### config.mk
export PLATFORM = sky130hd
export DESIGN_NAME = lu_minmax_seq
export DESIGN_NICKNAME = d
export VERILOG_FILES = /design/src/rtl/lu_minmax_seq.sv
export SDC_FILE = /design/constraint.sdc
export NUM_CORES = 1
export LEC_CHECK = 0
export ABC_AREA = 1
export BUFFER_PORTS_ARGS = -buffer_cell sky130_fd_sc_hd__buf_2
export CAP_MARGIN = 20
export CORE_UTILIZATION = 50
export DETAILED_ROUTE_END_ITERATION = 16
export GPL_ROUTABILITY_DRIVEN = 0
export GPL_TIMING_DRIVEN = 0
export PLACE_DENSITY = 0.7
export SYNTH_ARGS = -nofsm -noshare
export SYNTH_HDL_FRONTEND = slang
export SYNTH_SLANG_ARGS = --single-unit
### constraint.sdc
create_clock -name clk -period 2.38 [get_ports clk]
set_input_delay 0.119 -clock clk [delete_from_list [all_inputs] [get_ports clk]]
set_output_delay 0.119 -clock clk [all_outputs]
set_load 0.02 [all_outputs]
### src/rtl/lu_minmax_seq.sv
`default_nettype none
// ============================================================================
// lu_minmax_seq : buffers operands and scans them with one shared comparator
//                 for the min/max value and its index.
// Revision 1.0
// ============================================================================
module lu_minmax_seq #(
    parameter  int W     = 3,
    parameter  int DEPTH = 4,
    localparam int IW    = $clog2(DEPTH)
) (
    input  logic          clk,
    input  logic          rst_n,
    input  logic          in_valid,
    input  logic [W-1:0]  in_data,
    output logic          in_ready,
    input  logic          mode,
    input  logic          start,
    output logic          busy,
    output logic          done,
    output logic          err,
    output logic [W-1:0]  result,
    output logic [IW-1:0] result_idx,
    output logic [IW:0]   count
);

    typedef enum logic [1:0] {
        ST_IDLE = 2'd0,
        ST_SCAN = 2'd1,
        ST_DONE = 2'd2
    } state_t;

    state_t        state_q, state_d;
    logic [W-1:0]  buf_q [DEPTH];
    logic [W-1:0]  buf_d [DEPTH];
    logic [IW:0]   count_q, count_d;
    logic [IW-1:0] ptr_q, ptr_d;
    logic [W-1:0]  best_q, best_d;
    logic [IW-1:0] best_idx_q, best_idx_d;
    logic [W-1:0]  result_q, result_d;
    logic [IW-1:0] result_idx_q, result_idx_d;
    logic          mode_q, mode_d;
    logic          busy_q, busy_d;
    logic          done_q, done_d;
    logic          err_q, err_d;

    logic          accept_ok;
    logic [W-1:0]  cand;
    logic          replace;
    logic          last;

    assign accept_ok = (state_q == ST_IDLE) && (count_q < (IW+1)'(DEPTH)) && !start;
    assign cand      = buf_q[ptr_q];
    // Strict compare keeps the earlier index on ties.
    assign replace   = mode_q ? (cand > best_q) : (cand < best_q);
    assign last      = ({1'b0, ptr_q} == (count_q - (IW+1)'(1)));

    always_comb begin
        state_d      = state_q;
        buf_d        = buf_q;
        count_d      = count_q;
        ptr_d        = ptr_q;
        best_d       = best_q;
        best_idx_d   = best_idx_q;
        result_d     = result_q;
        result_idx_d = result_idx_q;
        mode_d       = mode_q;
        busy_d       = 1'b0;
        done_d       = 1'b0;
        err_d        = 1'b0;

        case (state_q)
            ST_IDLE: begin
                if (start) begin
                    if (count_q == '0) begin
                        err_d = 1'b1;
                    end else begin
                        mode_d     = mode;
                        best_d     = buf_q[0];
                        best_idx_d = '0;
                        ptr_d      = IW'(1);
                        if (count_q == (IW+1)'(1)) begin
                            state_d      = ST_DONE;
                            done_d       = 1'b1;
                            result_d     = buf_q[0];
                            result_idx_d = '0;
                        end else begin
                            state_d = ST_SCAN;
                            busy_d  = 1'b1;
                        end
                    end
                end else if (in_valid && accept_ok) begin
                    buf_d[count_q[IW-1:0]] = in_data;
                    count_d                = count_q + (IW+1)'(1);
                end
            end

            ST_SCAN: begin
                if (replace) begin
                    best_d     = cand;
                    best_idx_d = ptr_q;
                end
                ptr_d = ptr_q + IW'(1);
                if (last) begin
                    state_d      = ST_DONE;
                    done_d       = 1'b1;
                    result_d     = best_d;
                    result_idx_d = best_idx_d;
                end else begin
                    busy_d = 1'b1;
                end
            end

            ST_DONE: begin
                count_d = '0;
                state_d = ST_IDLE;
            end

            default: state_d = ST_IDLE;
        endcase
    end

    always_ff @(posedge clk or negedge rst_n) begin
        if (!rst_n) begin
            state_q      <= ST_IDLE;
            buf_q        <= '{default: '0};
            count_q      <= '0;
            ptr_q        <= '0;
            best_q       <= '0;
            best_idx_q   <= '0;
            result_q     <= '0;
            result_idx_q <= '0;
            mode_q       <= 1'b0;
            busy_q       <= 1'b0;
            done_q       <= 1'b0;
            err_q        <= 1'b0;
        end else begin
            state_q      <= state_d;
            buf_q        <= buf_d;
            count_q      <= count_d;
            ptr_q        <= ptr_d;
            best_q       <= best_d;
            best_idx_q   <= best_idx_d;
            result_q     <= result_d;
            result_idx_q <= result_idx_d;
            mode_q       <= mode_d;
            busy_q       <= busy_d;
            done_q       <= done_d;
            err_q        <= err_d;
        end
    end

    assign in_ready   = accept_ok;
    assign busy       = busy_q;
    assign done       = done_q;
    assign err        = err_q;
    assign result     = result_q;
    assign result_idx = result_idx_q;
    assign count      = count_q;

endmodule
`default_nettype wire
==> results of run 1 <==
==> layout make-up <==
cell class | instances | share of cell area [%]
clock buffers | 6 | 2.124
inverters | 33 | 6.499
clock inverters | 2 | 0.5148
well taps | 44 | 2.831
flip-flops and latches | 33 | 42.47
plain buffers | 2 | 0.5792
multi-input cells | 149 | 39.06
repair buffers | 21 | 5.920
==> worst paths after layout <==
check                                            from                   endpoint  slack (ns)
worst max-delay path             ptr_q[0]$_DFFE_PN0P_  result_idx[0]$_DFFE_PN0P_        0.24
worst min-delay path                            start              err$_DFF_PN0_        0.03
worst max register to register   ptr_q[0]$_DFFE_PN0P_  result_idx[0]$_DFFE_PN0P_        0.24
worst min register to register  result[2]$_DFFE_PN0P_      result[2]$_DFFE_PN0P_        0.48
max in group asynchronous                       rst_n       count[0]$_DFFE_PN0P_        1.57
min in group asynchronous                       rst_n       buf_q[0]$_DFFE_PN0P_        0.35
==> per-layer routing <==
layer / vias to the layer above / routed length [um] / part of all wire, %
li1: 734 / - / -
met1: 635 / 1588 / 49
met2: 18 / 1483 / 46
met3: 7 / 115 / 3.6
met4: 0 / 49 / 1.5
met5: - / 0 / 0
==> kinds of logic after synthesis <==
group | share of synthesized area [%]
XOR/XNOR | 1.532
adder cells (fa/ha/maj) | 5.835
AND/OR/NAND/NOR | 28.23
flip-flops | 48.14
buffers and inverters | 7.950
AO/OA/AOI/OAI | 8.315
==> power by group through the flow <==
stage                     clock network [mW]  logic [mW]  registers, mW
after global routing                   0.324      0.0278          0.560
final                                  0.303      0.0229          0.560
after detailed placement                   0      0.0218          0.571
after global placement                     0      0.0216          0.571
after floorplan                            0     0.00328          0.571
after CTS                              0.310      0.0243          0.560
==> stage by stage <==
| step | worst slack [ns] | hold WS [ns] | utilization [%] | instance area (sq um) | cells |
|---|---|---|---|---|---|
| 6_report | 0.2417 | 0.02792 | 61.67 | 1944 | 290 |
| 3_5_place_dp | 0.01745 | 0.2187 | 59.17 | 1866 | 280 |
| 3_3_place_gp | 0.06962 | 0.2207 | 59.17 | 1866 | 280 |
| 2_1_floorplan | 0.4425 | -0.1766 | - | 1715 | 217 |
| 4_1_cts | 0.1216 | 0.01629 | 61.47 | 1938 | 290 |
| 5_1_grt | 0.006699 | 0.02558 | 61.67 | 1944 | 290 |
==> flip-flops by register name (all words and copies together), names as in the netlist <==
signal and count:
best_idx_q 2, best_q 3, buf_q 12, busy 1, count 3, done 1, err 1, mode_q 1
ptr_q 2, result 3, result_idx 2, state_q 2
==> synthesized netlist by cell type <==
cell type / count
o21ai_0: 19
nor2_4: 1
o21ai_4: 1
a21oi_4: 1
nand3_1: 24
nor3_1: 2
buf_1: 1
inv_2: 3
a21oi_1: 3
xor2_1: 2
nand2_4: 1
xnor2_1: 1
nor4_2: 1
inv_1: 28
clkinv_1: 1
buf_4: 1
clkinv_2: 1
ha_1: 8
nor2_1: 4
dfrtp_1: 33
nand2_1: 81
==> timing repair <==
item,4_1_cts,5_1_grt
endpoints found under the setup margin,1,10
hold buffers,2,0
endpoints found under the hold margin,34,0
pin swaps,0,0
resized for setup,1,4
==> worst register-to-register path, cell delays in order (launching register included) <==
cell and delay, ns:
dfrtp_1 0.37, buf_4 0.17, clkinv_2 0.12, nand2_1 0.06
nand3_1 0.07, nand2_1 0.10, ha_1 0.33, a21oi_2 0.16
nand3_1 0.16, nand2_2 0.19, nand2_1 0.07, o21ai_1 0.11
nand3_1 0.09, nand2_1 0.08
==> run metrics, run 1 <==
YS warnings 0; total congestion overflow 0; critical path, cell by cell buf_4, clkinv_2, nand2_1, nand3_1, nand2_1, ha_1, a21oi_2, nand3_1, nand2_2, nand2_1, o21ai_1, nand3_1, nand2_1; number of buffers created by CTS 5; detailed placement HPWL 2.392 mm; area delta synth->final 13.35%; Post-Route WL 3.237 mm; commonest non-fill, non-tap cell in the layout nand2_1; core area 0.003153 sq mm; WL per Instance 11.16 um; CTS root buf clkbuf_4; status complete, no violations; Yosys cell types 21; Worst-path clk slew 0.11 ns; number of global-route vias before repair 1285; leakage power figure 1.061 nW; Synth top area share 48.14%; global-route wire length before repair 5.692 mm; setup tns final 0 ns; Vias 1394; drt initial violations 46; Setup Fix Bufs, Post-CTS 0; antenna violations before repair 0; Sw Pwr 0.2063 mW; sequential fraction of the synthesis area 48.14%; worst-skew pair later-pin latency 0.34 ns; Comb pwr share 2.6%; Initial Utilization 54.40%; Flop pwr share 63.3%; Worst Hold Class input port to flop; Die X 60.57 um; Worst-Margin Slew 0.7138 ns; unrepaired setup endpoints after global routing no; Critical Path RT 2.66 ns; H-tree levels 2; commonest non-fill, non-tap cells in the layout nand2_1 (80), dfrtp_1 (33), inv_1 (28); Port Buffer Count 19; # DRC 0; r2r worst-path depth 13; CP max stage cell dfrtp_1; Final Hold Vio Count 0; switching share of power 23.29%; power consumption 0.8857 mW; WP buf/inv 2; largest net degree at the start of global routing 34; Critical Path Stages 13; layout cells sized above 1 15.85%; Post-Syn Nets 233; cells after synthesis 217; register area 825.8 sq um; Synth area leader dfrtp_1; CTS tree done; pwr dens 455.5 mW/mm^2; WHS Path Cells 3; maxcap violations 0; die height 60.57 um; Worst VDD drop 338.6 uV; area of the mapped netlist 0.001715 sq mm; fillcell total 311; CP Capture Type flop; CP max FO 10; Layout Nets 261; largest cells by area after synthesis dfrtp_1 (48%), nand2_1 (18%), nand3_1 (7.0%), inv_1 (6.1%), ha_1 (5.8%); All-Layer GR Usage 21.84%; final period utilization 89.85%; slowest stage delay, CP 0.37 ns; row cnt 20; Worst path top cell family by delay simple AND/OR/NAND/NOR gates; Top Usage Layer GRT met2; number of synthesized register bits 33; Multi-input gate area 759.5 sq um; area of the die 0.003669 sq mm; met2 Usage GRT 35.16%; Slew Limit Headroom 52.42%; Layout Skew 0.01097 ns; crit path launch type flop; internal power 0.6794 mW; data arrival time of the worst path 2.42 ns; # setup viols final 0; Ports 20; diodes inserted 0; vias per cell 4.807; clock share of power 34.2%; post-route ant nets 0; TritonRoute pass-1 iters 4; syn avg cell area 7.905 sq um; minimum clock period 2.138 ns; Slew Viols, Final 0; met1 usage 28.01%; Top cell by count, worst path nand2_1; met3 Track Usage GR 6.610%; clk sinks 33; CP Class flop to flop; Peak Freq 0.4677 GHz; Max clock buf depth 2
Note: power is estimated with default switching activity, not from simulation.
==> run 2: changes to the inputs <==
Settings changed: ABC_AREA 1 to 0, REMOVE_ABC_BUFFERS set to 1.
==> run metrics, run 2 <==
Synth area leader dfrtp_1; diodes inserted 0; number of buffers created by CTS 5; Slew Limit Headroom 51.94%; vias per cell 5.364; die height 60.15 um; Initial Utilization 54.04%; CTS root buf clkbuf_4; CP max FO 5; Worst-Margin Slew 0.7208 ns; global-route wire length before repair 5.506 mm; CP Class flop to flop; Post-synth EDFFs 0; fillcell total 255; post-route core utilization 64.48%; setup tns final -2.058 ns; CP Capture Type flop; largest cells by area after synthesis dfrtp_1 (49%), mux2_2 (11%), ha_1 (5.9%), mux4_1 (4.7%), nand2_1 (4.0%); CP max stage cell mux4_2; area of the die 0.003617 sq mm; Port Buffer Count 19; slowest stage delay, CP 0.57 ns; area delta synth->final 19.32%; TritonRoute pass-1 iters 4; Peak Freq 0.3779 GHz; # setup viols final 10; clk sinks 33; Top cell by count, worst path mux2_4; cell with the most instances after synthesis dfrtp_1; Layout Nets 188; Die X 60.15 um; data arrival time of the worst path 2.90 ns; status finished with violations; Worst Hold Class input port to flop; R2R Setup Slk -0.27 ns; Final Worst Setup Slack -0.2661 ns; All-Layer GR Usage 21.54%; maxcap violations 0; Max clock buf depth 2; Slew Viols, Final 0; Worst-path clk slew 0.10 ns; Post-Route WL 3.202 mm; max reg flops 12; commonest non-fill, non-tap cell in the layout dfrtp_1; failing checks negative setup slack; worst-skew pair later-pin latency 0.34 ns; Fin Hold WS 0.04891 ns; post-route ant nets 0; Largest Register buf_q; detailed placement HPWL 2.190 mm; Layout Skew 0.008589 ns; core area 0.003128 sq mm; Vias 1164; critical path, cell by cell mux4_2, ha_4, nor2b_4, a221oi_2, mux2_4, mux2_4, o31ai_2; unrepaired setup endpoints after global routing yes; cells after synthesis 147; Worst path top cell family by delay multiplexers; H-tree levels 2; crit path launch type flop; Post-synth top cells dfrtp_1 (33), nand2_1 (18), mux2_2 (17); Synth top area share 48.85%; WL per Instance 14.76 um; commonest non-fill, non-tap cells in the layout dfrtp_1 (32), buf_2 (19), nand2_1 (18); Final Hold Vio Count 0; layout cells sized above 1 38.15%; DP Worst Slack -0.7013 ns; drt initial violations 27; YS warnings 0; Critical Path RT 2.63 ns; Yosys cell types 34; row cnt 20; ys flop type dfrtp_1; antenna violations before repair 0; number of global-route vias before repair 1199; asr flop ratio synth 100.0%; sequential fraction of the synthesis area 48.85%; number of synthesized register bits 33; Ports 20; syn avg cell area 11.50 sq um; total congestion overflow 0; final period utilization 111.2%; largest net degree at the start of global routing 34; minimum clock period 2.646 ns; # DRC 0; WP buf/inv 0; area of the mapped netlist 0.001690 sq mm; CTS tree done
[run 2: area by class of cell]
class / count / area, sq um / area share [%]
clock buffer: 7 / 65.06 / 3.226
clock inverter: 1 / 5.005 / 0.2481
inverter: 9 / 33.78 / 1.675
multi-input combinational: 99 / 885.9 / 43.92
sequential: 33 / 827.0 / 41.01
tap: 44 / 55.05 / 2.730
timing repair buffer: 24 / 145.1 / 7.196
[run 2: timing repair]
item / in CTS / in global routing
setup endpoints to repair: 10 / 10
buffers inserted: 4 / 0
gates resized for setup: 21 / 6
hold buffers: 2 / 0
pin swaps: 1 / 8
endpoints found under the hold margin: 34 / 0
[run 2: metrics by stage]
step	instances	area, sq um
after floorplan	141	1650
after global placement	204	1800
after detailed placement	204	1800
after CTS	218	1989
after global routing	217	2017
final	217	2017
[run 2: path summary, 6_finish.rpt]
check / start / to / cells after the start
setup / recovery: ptr_q[0]$_DFFE_PN0P_ / result[0]$_DFFE_PN0P_ / 7
hold / removal: in_data[0] / buf_q[9]$_DFFE_PN0P_ / 2
setup reg to reg: ptr_q[0]$_DFFE_PN0P_ / result[0]$_DFFE_PN0P_ / 7
hold reg to reg: result[1]$_DFFE_PN0P_ / result[1]$_DFFE_PN0P_ / 2
max in group asynchronous: rst_n / ptr_q[0]$_DFFE_PN0P_ / 2
min in group asynchronous: rst_n / result_idx[0]$_DFFE_PN0P_ / 2
[run 2: metal layers]
layer / share of wire, % / vias to the layer above / global-route usage (%)
met1: 44 / 576 / 27.61
met2: 49 / 22 / 33.12
met5: 0 / - / 0
li1: - / 558 / -
met4: 2.4 / 0 / 10.96
met3: 4.0 / 8 / 6.061
[run 2: cells by family (layout without fill, tap and decap cells)]
group,count (synthesis),in the layout,synth area share [%]
flops,33,33,48.85
simple gates,45,45,12.51
xor+xnor,4,4,2.073
mux,22,22,17.17
compound gates,20,20,9.105
fa+ha+maj,8,8,5.922
buf+inv,15,41,4.367
[run 2: worst reg2reg max path: stages, from the launching register on]
cell,delay [ns]
dfrtp_2,0.41
mux4_2,0.57
ha_4,0.28
nor2b_4,0.13
a221oi_2,0.27
mux2_4,0.38
mux2_4,0.34
o31ai_2,0.18
Power of run 2 is not shown: default switching activity piles up to over one toggle a cycle in this logic, so the estimate is an artifact.
